$ cat src/rtl/vga_timing_pkg.sv
// vga_timing_pkg: shared timing constants and phase encoding for the VGA raster generator.
//   HActive..VBp : default 640x480@60 porch/sync lengths (pixels / lines)
//   HTotal/VTotal: derived line and frame totals
//   phase_e      : per-axis phase ACT -> FP -> SYNC -> BP -> ACT
//   next_phase() : successor phase in that cycle
package vga_timing_pkg;

  localparam int unsigned HActive = 640;
  localparam int unsigned HFp     = 16;
  localparam int unsigned HSync   = 96;
  localparam int unsigned HBp     = 48;
  localparam int unsigned VActive = 480;
  localparam int unsigned VFp     = 10;
  localparam int unsigned VSync   = 2;
  localparam int unsigned VBp     = 33;

  localparam int unsigned HTotal = HActive + HFp + HSync + HBp;
  localparam int unsigned VTotal = VActive + VFp + VSync + VBp;

  typedef enum logic [1:0] {
    PhAct,
    PhFp,
    PhSync,
    PhBp
  } phase_e;

  function automatic phase_e next_phase(input phase_e p);
    phase_e n;
    n = PhAct;
    case (p)
      PhAct:  n = PhFp;
      PhFp:   n = PhSync;
      PhSync: n = PhBp;
      PhBp:   n = PhAct;
      default: n = PhAct;
    endcase
    return n;
  endfunction

endpackage

$ cat src/rtl/vga_axis_timer.sv
// vga_axis_timer: one raster axis (horizontal or vertical). Keeps the position counter and a
// phase FSM with its own in-phase counter.
//   clk, reset_n : clock, asynchronous active-low reset
//   advance      : step the axis by one position
//   pos          : current position, 0..TOTAL-1 (registered)
//   phase        : phase the axis will occupy after this cycle's edge (next-state); the parent
//                  registers its decode so its outputs line up with pos
//   wrap         : pos is at TOTAL-1, i.e. the next advance wraps to 0
module vga_axis_timer
  import vga_timing_pkg::*;
#(
  parameter int unsigned ACTIVE = 640,
  parameter int unsigned FP     = 16,
  parameter int unsigned SYNC   = 96,
  parameter int unsigned BP     = 48,
  parameter int unsigned W      = 10
) (
  input  logic         clk,
  input  logic         reset_n,
  input  logic         advance,
  output logic [W-1:0] pos,
  output phase_e       phase,
  output logic         wrap
);

  localparam int unsigned Total = ACTIVE + FP + SYNC + BP;
  localparam logic [W-1:0] PosLast  = W'(Total - 1);
  localparam logic [W-1:0] ActLast  = W'(ACTIVE - 1);
  localparam logic [W-1:0] FpLast   = W'(FP - 1);
  localparam logic [W-1:0] SyncLast = W'(SYNC - 1);
  localparam logic [W-1:0] BpLast   = W'(BP - 1);

  logic [W-1:0] pos_q, pos_d;
  logic [W-1:0] cnt_q, cnt_d;
  logic [W-1:0] cnt_last;
  phase_e       phase_q, phase_d;

  assign wrap = (pos_q == PosLast);

  always_comb begin
    cnt_last = ActLast;
    case (phase_q)
      PhAct:   cnt_last = ActLast;
      PhFp:    cnt_last = FpLast;
      PhSync:  cnt_last = SyncLast;
      PhBp:    cnt_last = BpLast;
      default: cnt_last = ActLast;
    endcase
  end

  always_comb begin
    pos_d   = pos_q;
    cnt_d   = cnt_q;
    phase_d = phase_q;
    if (advance) begin
      pos_d = wrap ? '0 : pos_q + 1'b1;
      if (cnt_q == cnt_last) begin
        cnt_d   = '0;
        phase_d = next_phase(phase_q);
      end else begin
        cnt_d = cnt_q + 1'b1;
      end
    end
  end

  always_ff @(posedge clk or negedge reset_n) begin
    if (!reset_n) begin
      pos_q   <= '0;
      cnt_q   <= '0;
      phase_q <= PhAct;
    end else begin
      pos_q   <= pos_d;
      cnt_q   <= cnt_d;
      phase_q <= phase_d;
    end
  end

  assign pos   = pos_q;
  assign phase = phase_d;

endmodule

$ cat src/rtl/vga_sync_gen.sv
// vga_sync_gen: VGA raster timing generator driven by an upstream pixel-rate strobe.
//   clk, reset_n : clock, asynchronous active-low reset
//   pix_en       : one-clk pixel strobe
//   x, y         : current raster position
//   hsync, vsync : active-low sync pulses
//   video_on     : inside the visible area
//   line_tick    : one-clk pulse after a horizontal wrap
//   frame_tick   : one-clk pulse after a frame wrap
//   frame_cnt    : 8-bit wrapping frame counter, present only with VGA_FRAME_CNT_EN defined
// All level and strobe outputs are registered from next-state decode so they change on the same
// edge as x/y.
module vga_sync_gen
  import vga_timing_pkg::*;
#(
  parameter int unsigned H_ACTIVE = HActive,
  parameter int unsigned H_FP     = HFp,
  parameter int unsigned H_SYNC   = HSync,
  parameter int unsigned H_BP     = HBp,
  parameter int unsigned V_ACTIVE = VActive,
  parameter int unsigned V_FP     = VFp,
  parameter int unsigned V_SYNC   = VSync,
  parameter int unsigned V_BP     = VBp,
  parameter int unsigned W        = 10
) (
  input  logic         clk,
  input  logic         reset_n,
  input  logic         pix_en,
  output logic [W-1:0] x,
  output logic [W-1:0] y,
  output logic         hsync,
  output logic         vsync,
  output logic         video_on,
  output logic         line_tick,
  output logic         frame_tick
`ifdef VGA_FRAME_CNT_EN
  ,
  output logic [7:0]   frame_cnt
`endif
);

  logic   h_wrap, v_wrap, v_advance, frame_wrap;
  phase_e h_phase_d, v_phase_d;
  logic   hsync_q, vsync_q, video_on_q, line_tick_q, frame_tick_q;

  // The vertical axis steps only on the pixel that ends a line.
  assign v_advance  = pix_en & h_wrap;
  assign frame_wrap = v_advance & v_wrap;

  vga_axis_timer #(
    .ACTIVE (H_ACTIVE),
    .FP     (H_FP),
    .SYNC   (H_SYNC),
    .BP     (H_BP),
    .W      (W)
  ) u_h_axis (
    .clk     (clk),
    .reset_n (reset_n),
    .advance (pix_en),
    .pos     (x),
    .phase   (h_phase_d),
    .wrap    (h_wrap)
  );

  vga_axis_timer #(
    .ACTIVE (V_ACTIVE),
    .FP     (V_FP),
    .SYNC   (V_SYNC),
    .BP     (V_BP),
    .W      (W)
  ) u_v_axis (
    .clk     (clk),
    .reset_n (reset_n),
    .advance (v_advance),
    .pos     (y),
    .phase   (v_phase_d),
    .wrap    (v_wrap)
  );

  always_ff @(posedge clk or negedge reset_n) begin
    if (!reset_n) begin
      hsync_q      <= 1'b1;
      vsync_q      <= 1'b1;
      video_on_q   <= 1'b1;
      line_tick_q  <= 1'b0;
      frame_tick_q <= 1'b0;
    end else begin
      hsync_q      <= (h_phase_d != PhSync);
      vsync_q      <= (v_phase_d != PhSync);
      video_on_q   <= (h_phase_d == PhAct) && (v_phase_d == PhAct);
      line_tick_q  <= v_advance;
      frame_tick_q <= frame_wrap;
    end
  end

  assign hsync      = hsync_q;
  assign vsync      = vsync_q;
  assign video_on   = video_on_q;
  assign line_tick  = line_tick_q;
  assign frame_tick = frame_tick_q;

`ifdef VGA_FRAME_CNT_EN
  logic [7:0] frame_cnt_q;

  always_ff @(posedge clk or negedge reset_n) begin
    if (!reset_n) begin
      frame_cnt_q <= '0;
    end else if (frame_wrap) begin
      frame_cnt_q <= frame_cnt_q + 8'd1;
    end
  end

  assign frame_cnt = frame_cnt_q;
`endif

endmodule
$ cat config.mk
export PLATFORM = sky130hd
export DESIGN_NAME = vga_sync_gen
export DESIGN_NICKNAME = d
export VERILOG_FILES = /design/src/rtl/vga_timing_pkg.sv /design/src/rtl/vga_axis_timer.sv /design/src/rtl/vga_sync_gen.sv
export SDC_FILE = /design/constraint.sdc
export NUM_CORES = 1
export LEC_CHECK = 0
export CAP_MARGIN = 20
export CORE_AREA = 4 4 70 121
export CTS_BUF_LIST = sky130_fd_sc_hd__clkbuf_4 sky130_fd_sc_hd__clkbuf_8
export CTS_CLUSTER_DIAMETER = 40
export DETAILED_ROUTE_END_ITERATION = 6
export DIE_AREA = 0 0 74 125
export GPL_ROUTABILITY_DRIVEN = 0
export PLACE_DENSITY_LB_ADDON = 0.1
export SETUP_SLACK_MARGIN = 0.1
export SYNTH_ARGS = -nofsm -noshare
export SYNTH_HDL_FRONTEND = slang
export SYNTH_SLANG_ARGS = --single-unit
export TNS_END_PERCENT = 10
$ cat constraint.sdc
create_clock -name clk -period 2.3 [get_ports clk]
set_input_delay 0.46 -clock clk [delete_from_list [all_inputs] [get_ports clk]]
set_output_delay 0.46 -clock clk [all_outputs]
set_load 0.03 [all_outputs]
==> reports/summary.md, run 1 <==
The post-route netlist has 17.5% of its cells at a drive strength greater than 1. The via count normalized by instance count works out to 5.16. Summed over all cells, the static leakage comes to 1.44 nW. For the post-DP HPWL, the log shows 4.34 mm. Summed over all layers, the routed wires come to 5.79 mm. The final critical path time including I/O delays and setup came out at 2.17 ns.

TritonCTS created 5 clock buffers. Count of non-filler cells in the finished layout: 396. Sequential elements use 47.9% of the synthesized area. The required time of the critical path is 2.53 ns, and the power consumption is 2.24 mW.

The run gives 10.1 mm as the wire length of the first global-routing pass. Setup violations remaining at the end of the flow were counted as 0. The H-tree was split into 2 levels.

0 antenna diodes ended up in the layout. The startpoint identified for the worst register-to-register timing path is u_h_axis.phase_q[0]. After synthesis the netlist holds a flip-flop and latch count of 49. The clock-pin slew on the worst setup and hold paths came out at 0.10 ns.

Library cell used as clock root buffer: clkbuf_8. The number of nets handed over by synthesis was 264. The share of the clock period used by the worst path is 94.3%, and the number of enable flip-flop cells after synthesis is 0. The logs give 0 for the sum of overflow across all layers after global routing and 20 for the pin count of the biggest net entering global routing. The number of rows created at floorplan came out at 42. The critical path in this run is classified as reg -> reg. The overall die width came out at 74 um. In the routed design, unresolved DRC markers number 0. The effective utilization at floorplan is 34.1%, and the worst setup slack after layout is 0.131 ns.

The number of global-route vias before repair came out at 2,187. The tool flagged a number of max-cap violations equal to 0. Count of yosys warnings during synthesis: 0.

TritonCTS built the clock tree. The count of routing violations after the opening detailed-route iteration came out at 82. Each instance of the synthesized netlist takes up on average 10.2 um^2.

For this block, the via count after detailed routing is 2,043. Dividing total power by cell area gives a power density of 693 nW/um^2. The floorplan step set the die height to 125 um. Dividing the detail-routed wire length by the instance count gives 14.6 um. At the later pin of the worst-skew pair, clock insertion delay measures 0.31 ns. Measured against its own limit, the worst slew margin works out to 71.7%. Counting distinct cell types in the post-synthesis netlist gives 46. The run gives 2570 um^2 as the mapped cell area. After the last flow step, the layout net total stands at 320. The startpoint kind of the worst setup timing path was a register. The leading area contributor after synthesis is dfrtp_1.

Across all register-to-register paths, the minimum setup slack is 0.13 ns. The run gives 0 as the remaining antenna violation count after routing. In the synthesized netlist, the number of instances is 251. Of all flip-flops after synthesis, the portion carrying an async set or reset was 100%. dfrtp_1 is the most common cell in the netlist. For this run, the total global-route usage over all layers was measured as 14.0%. The sum of negative setup slack is 0 ns, and the area of the placeable core is 7510 um^2.

For the number of max-slew violations in the final report, the log shows 0. The endpoint identified for the worst register-to-register timing path is u_h_axis.phase_q[0]. The most used flip-flop cell after synthesis is dfrtp_1. Sorting the synthesized cells by area gives the leading types as dfrtp_1 (45%), ha_1 (4.9%), xnor2_1 (4.8%). The run finished with clean final reports. The area enclosed by the die boundary is 9250 um^2. Counting cells, the worst reg-to-reg path comes to 8.

The clock tree skew after final layout was 0.0123 ns. For the pin with the worst max-slew slack, the measured transition is 0.424 ns. The arrival time of data at the critical path endpoint was 2.40 ns; the port buffer count was 27. The tools report the number of failing hold endpoints at the final stage as 0. The worst setup path is captured at a register. Setup repair after global routing could not meet its margin everywhere. Based on the critical path, the design can be clocked at up to 461 MHz. The worst-path maximum fanout is 5, and the pre-CTS setup slack is -0.0436 ns. From synthesis to final layout, the design area changed by 25.6%.

The proportion of netlist area held by the largest area contributor is 44.9%. Across the VDD grid, the largest voltage drop is 0.606 mV. The number of clock sinks is 49, and the number of placed instances with taps included is 388. The tools report the I/O pin count as 28. The longest clock path from root to sink contains 2 buffers. The initial antenna violation count is 0. By count the netlist is led by dfrtp_1 (46), nand2_1 (25), nor2_1 (21). After clock tree synthesis, the setup repair step added 0 buffers. Path class of the lowest-slack min-delay path: in -> async.

Number of detailed-route iterations in the first pass: 4.
[layout make-up]
type	count	area [um^2]
Fill cell	765	4290
Multi-Input combinational cell	185	1270
Sequential cell	49	1230
Timing Repair Buffer	55	475
Tap cell	88	110
Clock buffer	6	82.6
Inverter	11	46.3
Clock inverter	2	13.8
[state kept, by name (all words and copies together), names as in the netlist]
signal / count
frame_tick: 1
u_h_axis.cnt_q: 10
u_h_axis.phase_q: 2
u_v_axis.cnt_q: 10
line_tick: 1
video_on: 1
hsync: 1
vsync: 1
u_h_axis.pos: 10
u_v_axis.phase_q: 2
u_v_axis.pos: 10
[layer usage]
layer | up-vias | track usage (%) | wire [um]
met3 | 12 | 2.65 | 133
met5 | - | 0 | 0
li1 | 1006 | - | -
met2 | 20 | 25.3 | 3210
met1 | 1005 | 15.1 | 2300
met4 | 0 | 6.19 | 143
[kinds of logic after synthesis]
kind of cell    Yosys count  synth area share [%]
compound gates           45                  13.0
xor+xnor                 24                  8.19
fa+ha+maj                10                  4.88
buf+inv                  17                  3.75
flops                    49                  47.9
mux                       4                  1.66
simple gates            102                  20.6
[repair_timing]
| item | CTS | global route |
|---|---|---|
| pin swaps | 1 | 2 |
| hold buffers | 0 | 0 |
| gates resized for setup | 1 | 6 |
| setup endpoints to repair | 13 | 22 |
| gates cloned | 0 | 0 |
[cells in the final DEF, fill, tap and decap left out, types with 5 or more instances in the layout]
cell	synthesis	routed
dfrtp_1	46	46
buf_4	1	28
clkdlybuf4s50_1	0	26
nand2_1	25	24
nor2_1	21	20
o21ai_0	16	16
xnor2_1	14	14
and3_1	12	12
inv_1	10	10
xor2_1	10	10
nand3_1	10	10
ha_1	10	10
nand4_1	8	8
clkbuf_8	0	6
a22o_1	5	5
[power breakdown]
group	total [mW]	switching, mW	leakage [nW]	internal (mW)
Clock	0.543	0.299	0.0512	0.244
Combinational	0.588	0.320	0.757	0.267
Sequential	1.10	0.127	0.632	0.978
[worst max path at each step]
| stage | from | endpoint | depth (start not counted) | slack, ns |
|---|---|---|---|---|
| finish | u_h_axis.phase_q[0] | u_h_axis.phase_q[0] | 8 | 0.13 |
| global route | u_h_axis.phase_q[0] | u_h_axis.phase_q[0] | 8 | 0.04 |
| CTS | u_v_axis.phase_q[0] | u_v_axis.cnt_q[0] | 6 | 0.08 |
| detailed placement | pix_en | u_v_axis.cnt_q[9] | 7 | -0.04 |
| global placement | pix_en | u_v_axis.cnt_q[9] | 7 | -0.02 |
| floorplan | u_h_axis.phase_q[0] | u_h_axis.phase_q[1] | 7 | 0.17 |
[through the flow]
stage | hold slack (ns) | area, um^2 | util, %
final | 0.0707 | 3220 | 42.9
after floorplan | 0.164 | 2570 | -
after CTS | 0.0722 | 3210 | 42.7
after global placement | 0.431 | 3100 | 41.3
after detailed placement | 0.426 | 3100 | 41.3
after global routing | 0.105 | 3220 | 42.9
[critical path, cell delays in order (launching register included)]
cell and delay, ns:
dfrtp_1 0.40, inv_1 0.08, ha_1 0.35, xnor2_1 0.13, or4_1 0.53, a211oi_4 0.28, buf_4 0.19, nor2_1 0.04
a21oi_1 0.11
No activity file was read; power rests on OpenSTA's default activity.
==> run 2: changes to the inputs <==
--- a/config.mk
+++ b/config.mk
@@ -12,7 +12,8 @@
 export DETAILED_ROUTE_END_ITERATION = 6
 export DIE_AREA = 0 0 74 125
 export GPL_ROUTABILITY_DRIVEN = 0
-export PLACE_DENSITY_LB_ADDON = 0.1
+export PLACE_DENSITY = 0.67
+export RECOVER_POWER = 25
 export SETUP_SLACK_MARGIN = 0.1
 export SYNTH_ARGS = -nofsm -noshare
 export SYNTH_HDL_FRONTEND = slang
==> run 2 against run 1 <==
Combinational power is 7.3% lower. Worst setup slack better by 0.025 ns. Sequential cell count stayed put. Clock skew is 0.0085 ns lower. Die area stayed put. Global-route usage is 0.82 points lower. Non-clock buffer count is 12 lower. Cell count is 3.0% lower. Clock power is 0.9% lower. Register-to-register slack better by 0.02 ns. Maximum frequency is 1.1% higher. Critical path type unchanged. Highest routed layer unchanged.
==> reports/summary.md, run 2 (synthesis results as in run 1) <==
The number of max-slew violations in the final report was 0 (unchanged); the initial antenna violation count was 0 (unchanged). The remaining antenna violation count after routing was 0 (unchanged). The worst setup path is of the reg -> reg kind. The routed wirelength normalized by instance count works out to 14.3 um (-2.2%).

The path depth of the worst reg2reg path is 6 (-2), and the sum of overflow across all layers after global routing is 0 (unchanged). Path class of the lowest-slack min-delay path: in -> async. The fraction of layout instances using a drive strength above 1 is 14.5% (-3.0 points). The run gives 2 (unchanged) as the number of buffers on the longest clock path. The via count normalized by instance count was 5.25 (+1.8%); the total track usage was 13.2% (-0.82 points). The tools report the startpoint kind of the worst setup timing path as a register. The run gives 0 (unchanged) as the number of failing hold endpoints at the final stage. I/O pin count: 28 (unchanged). Leaving out fill and tap cells, the most frequent cells in the layout are dfrtp_1 (45), clkdlybuf4s50_1 (26), nand2_1 (24). The number of global-route vias before repair is 2,101 (-3.9%).

The run finished with clean final reports. The antenna diode count was 0 (unchanged). The worst-path maximum fanout came out at 6 (+1). TritonCTS built the clock tree.

Setup repair after global routing could not meet its margin everywhere. The nature of the critical path endpoint was a register. The share of the clock period used by the worst path is 93.3% (-1.1 points). The worst register-to-register path begins at u_v_axis.phase_q[0]. The count of routing violations after the opening detailed-route iteration is 60 (-27%), and the number of rows created at floorplan is 42 (unchanged).

The number of DRC violations after detailed routing is 0 (unchanged), and the number of buffers added for setup after CTS is 0 (unchanged). The final critical path time including I/O delays and setup is 2.14 ns (-0.0246 ns), and the worst-case vdd ir drop is 0.558 mV (-7.8%). The pin count of the biggest net entering global routing is 50 (+150%), and the top achievable clock speed is 466 MHz (+1.1%).

The sum of negative setup slack was 0 ns (unchanged). The most common cell after layout, fill and taps aside was dfrtp_1. The port buffer count was 27 (unchanged); the level count of the clock H-tree was 2 (unchanged).

The tools report the area of the placeable core as 7510 um^2 (unchanged). The tools report the area enclosed by the die boundary as 9250 um^2 (unchanged). Final routed wirelength across all metal layers: 5.49 mm (-5.2%). The run gives 2.50 ns (-0.03 ns) as the required time of the critical path.

The post-DP HPWL is 4.04 mm (-6.9%). The number of clock sinks came out at 49 (unchanged). The wire length of the first global-routing pass was 9.67 mm (-4.4%); the number of nets in the layout was 308 (-3.8%). The final-layout fill cell count was 745 (-2.6%).

The arrival time of data at the critical path endpoint was 2.35 ns (-0.05 ns); the flop-to-flop setup slack was 0.16 ns (+0.02 ns). The overall die width is 74 um (unchanged). The logs give 1.38 nW (-4.1%) for the leakage power total and 3010 um^2 (-2.9%) for the instance area at placement. The run gives 41.7% (-1.2 points) as the share of the core filled with cells in the final layout.

The worst slew margin relative to its limit is 20.5% (-51 points), and the clock-pin slew on the worst setup and hold paths is 0.08 ns (-0.02 ns). The chip height works out to 125 um (unchanged). The tools report the number of placed instances with taps included as 376 (-3.1%). The worst-margin pin slew works out to 1.19 ns (+0.769 ns). The run gives 2,016 (-1.3%) as the detailed-route via count. Library cell used as clock root buffer: clkbuf_8. The effective utilization at floorplan was 34.1% (unchanged); the count of non-filler cells in the finished layout was 384 (-3.0%). The power per cell area was 704 nW/um^2 (+1.5%); the number of failing setup endpoints in the final timing report was 0 (unchanged).

The clock tree skew after final layout came out at 0.00383 ns (-0.00847 ns). The run gives 3130 um^2 (-2.9%) as the design area. Insertion delay of the later-clocked pin in the worst-skew pair: 0.31 ns (about the same). The CTS buffer count was 5 (unchanged); the number of detailed-route iterations in the first pass was 4 (unchanged).

The run gives 0 (unchanged) as the number of violations of the max-capacitance limit. The tools report the worst flop-to-flop path endpoint as u_v_axis.cnt_q[0]. The relative area change from synthesis to final layout was 22.0%.
## run 2: worst max path at each step
stage	start	endpoint	slack, ns	cells past startpoint
CTS	u_h_axis.phase_q[0]	hsync	0.09	8
floorplan	u_h_axis.phase_q[0]	u_h_axis.phase_q[1]	0.17	7
finish	u_v_axis.phase_q[0]	u_v_axis.cnt_q[0]	0.16	6
global placement	pix_en	u_v_axis.pos[4]	0.03	8
detailed placement	pix_en	u_v_axis.pos[4]	0.02	8
global route	u_v_axis.phase_q[0]	u_v_axis.phase_q[0]	0.07	6
## run 2: through the flow
step	worst slack [ns]	total power, mW	hold slack, ns
after floorplan	0.167	1.46	0.164
after global placement	0.0255	1.67	0.478
final	0.155	2.20	0.464
after CTS	0.0911	2.23	0.259
after detailed placement	0.0199	1.68	0.482
after global routing	0.0723	2.35	0.514
## run 2: worst max-delay path, cell delays in order (launching register included)
cell and delay [ns]:
dfrtp_1 0.40, ha_1 0.21, or3b_1 0.40, a2111oi_4 0.43
and2_4 0.26, nor2_2 0.07, mux2_2 0.27
## run 2: layer usage
| layer | vias up | global-route usage, % | routed length, um |
|---|---|---|---|
| met5 | - | 0 | 0 |
| met4 | 0 | 6.40 | 129 |
| met3 | 10 | 1.93 | 91 |
| met2 | 25 | 23.3 | 3070 |
| met1 | 1001 | 14.8 | 2190 |
| li1 | 980 | - | - |
## run 2: what timing repair did
action	CTS	global route
pin swaps	0	1
hold buffers	0	0
gates resized for setup	1	9
gates cloned	0	0
endpoints found under the setup margin	3	25
## run 2: layout make-up
type,count,area (um^2),share of cell area [%]
Timing Repair Buffer,43,387,12.4
Sequential cell,49,1230,39.3
Multi-Input combinational cell,185,1260,40.3
Inverter,11,48.8,1.56
Clock buffer,8,91.3,2.92
Tap cell,88,110,3.52
## run 2: power by group
group	total, mW	switching [mW]	internal (mW)
clock network	0.538	0.285	0.252
registers	1.12	0.142	0.978
logic	0.545	0.296	0.249
==> run 3: changes to the inputs <==
--- a/config.mk
+++ b/config.mk
@@ -6,11 +6,11 @@
 export NUM_CORES = 1
 export LEC_CHECK = 0
 export CAP_MARGIN = 20
-export CORE_AREA = 4 4 70 121
+export CORE_AREA = 5 5 71 122
 export CTS_BUF_LIST = sky130_fd_sc_hd__clkbuf_4 sky130_fd_sc_hd__clkbuf_8
 export CTS_CLUSTER_DIAMETER = 40
 export DETAILED_ROUTE_END_ITERATION = 6
-export DIE_AREA = 0 0 74 125
+export DIE_AREA = 0 0 76 127
 export GPL_ROUTABILITY_DRIVEN = 0
 export PLACE_DENSITY = 0.67
 export RECOVER_POWER = 25
==> run 3 against run 2 <==
Count of clock-buffer cells in the layout is 2 lower. Critical path type unchanged. Final area is 1.8% higher. Worst setup slack worse by 0.040 ns. Non-clock buffer count is 2 higher.
==> reports/summary.md, run 3 (synthesis results as in run 1) <==
Leaving out fill and tap cells, the most frequent cells in the layout are dfrtp_1 (46), clkdlybuf4s50_1 (26), nand2_1 (24). The run gives 458 MHz (-1.8%) as the top achievable clock speed. The power consumption came out at 2.31 mW (+4.8%).

The run gives 28 (unchanged) as the I/O pin count. Category of the most critical setup path: reg -> reg. The run gives 2 (unchanged) as the level count of the clock H-tree. The run gives 42 (unchanged) as the number of rows created at floorplan. The number of global-route vias before repair was 1,961 (-6.7%); the worst-margin pin slew was 1.20 ns (+0.00561 ns). For the effective utilization at floorplan, the log shows 34.1% (unchanged).

For the sum of overflow across all layers after global routing, the log shows 0 (unchanged). The logs give 2 (unchanged) for the number of buffers on the longest clock path and 50 (unchanged) for the pin count of the biggest net entering global routing. The area growth from synthesis to layout is 24.2%. For the count of non-filler cells in the finished layout, the log shows 386 (+0.52%).

The fraction of layout instances using a drive strength above 1 came out at 15.4% (+0.91 points). The path class of the tightest hold or removal check is in -> async. The logs give 0.639 mV (+14%) for the worst-case vdd ir drop and 0.115 ns (-0.0397 ns) for the worst setup slack after layout. The worst-path maximum fanout came out at 7 (+1).

TritonCTS built the clock tree. The overall die width was 76 um (+2.7%); the required time of the critical path was 2.54 ns (+0.04 ns). The leakage power total was 1.39 nW (+0.80%). CTS placed an instance of clkbuf_8 at the clock tree root. The path depth of the worst reg2reg path works out to 6 (unchanged). The via count normalized by instance count is 5.31 (+1.1%), and the number of failing setup endpoints in the final timing report is 0 (unchanged). The run gives 7510 um^2 (unchanged) as the area of the placeable core. The logs give 0.00890 ns (+0.00507 ns) for the clock tree skew after final layout and 49 (unchanged) for the number of clock sinks.

For the insertion delay of the later-clocked pin in the worst-skew pair, the log shows 0.30 ns (about the same). The run finished with clean final reports. The share of the clock period used by the worst path was 95.0% (+1.7 points). The run gives 4 (unchanged) as the number of detailed-route iterations in the first pass. The run gives 0 (unchanged) as the antenna diode count.

The arrival time of data at the critical path endpoint came out at 2.42 ns (+0.07 ns). The number of nets in the layout is 310 (+0.65%). The initial antenna violation count is 0 (unchanged). Total track usage: 11.3% (-1.9 points). The final hold slack was 0.463 ns (-0.000601 ns). The wire length of the first global-routing pass was 9.14 mm (-5.4%). The sum of negative setup slack was 0 ns (unchanged).

The final routed wirelength across all metal layers came out at 5.44 mm (-0.91%). The clock-pin slew on the worst setup and hold paths was 0.09 ns (about the same). The tools report the final-layout fill cell count as 716 (-3.9%).

The worst setup path is captured at a register. The number of failing hold endpoints at the final stage came out at 0 (unchanged). The tools report the startpoint kind of the worst setup timing path as a register. The routed wirelength normalized by instance count was 14.1 um (-1.4%); the chip height was 127 um (+1.6%). The detailed-route via count is 2,048 (+1.6%), and the instance area at placement is 3010 um^2 (unchanged). The remaining antenna violation count after routing is 0 (unchanged), and the number of violations of the max-capacitance limit is 0 (unchanged). The number of DRC violations after detailed routing is 0 (unchanged). The run gives 5 (unchanged) as the CTS buffer count. The design area was 3190 um^2 (+1.8%); the count of routing violations after the opening detailed-route iteration was 38 (-37%).

The worst slew margin relative to its limit was 20.1% (-0.37 points). The post-DP HPWL was 4.01 mm (-0.86%); the number of max-slew violations in the final report was 0 (unchanged). The run gives 9650 um^2 (+4.3%) as the area enclosed by the die boundary. Leaving out fill and tap cells, the most frequent cell in the layout is dfrtp_1. The flop-to-flop setup slack was 0.12 ns (-0.04 ns). The tools report the pre-CTS setup slack as 0.0417 ns (+0.0218 ns). The number of placed instances with taps included is 376 (unchanged), and the final critical path time including I/O delays and setup is 2.18 ns (+0.0397 ns).

The quantity of hold-fixing buffers added after cts is 0 (unchanged), and the share of the core filled with cells in the final layout is 42.4% (+0.77 points). The port buffer count was 27 (unchanged); the power per cell area was 724 nW/um^2 (+2.9%). Setup repair after global routing could not meet its margin everywhere.
run 3: worst paths after layout:
| kind | to | from |
|---|---|---|
| setup reg to reg | video_on | u_v_axis.phase_q[0] |
| hold reg to reg | u_h_axis.cnt_q[8] | u_h_axis.cnt_q[8] |
| hold / removal | frame_tick | reset_n |
| max in group asynchronous | u_h_axis.cnt_q[7] | reset_n |
| min in group clk | u_h_axis.cnt_q[8] | u_h_axis.cnt_q[8] |
| setup / recovery | video_on | u_v_axis.phase_q[0] |
run 3: area by class of cell:
class                           count  area, um^2  area share [%]
Inverter                           11        46.3            1.45
Clock buffer                        6        82.6            2.59
Timing Repair Buffer               45         402            12.6
Multi-Input combinational cell    185        1280            40.1
Tap cell                           88         110            3.45
Sequential cell                    49        1230            38.6
Clock inverter                      2        37.5            1.18
run 3: repair_timing:
action                                  4_1_cts  5_1_grt
pin swaps                                     0        4
gates resized for setup                       3        7
buffers inserted                              0        2
endpoints found under the setup margin        9       25
run 3: where the power goes:
group	switching, mW	internal, mW	leakage, nW
Combinational	0.301	0.250	0.703
Sequential	0.137	0.978	0.632
Clock	0.288	0.354	0.0574
run 3: critical path: stages, from the launching register on:
cell and delay (ns):
dfrtp_1 0.41, ha_1 0.21, or3b_1 0.40, a2111oi_4 0.45, and2_4 0.26, nand4b_1 0.18, a22oi_2 0.22
run 3: per-layer routing:
layer	part of all wire [%]	vias up	track usage, %
met4	3.6	0	6.60
li1	-	986	-
met5	0	-	0
met2	54	34	19.7
met3	1.8	11	1.48
met1	41	1017	13.0
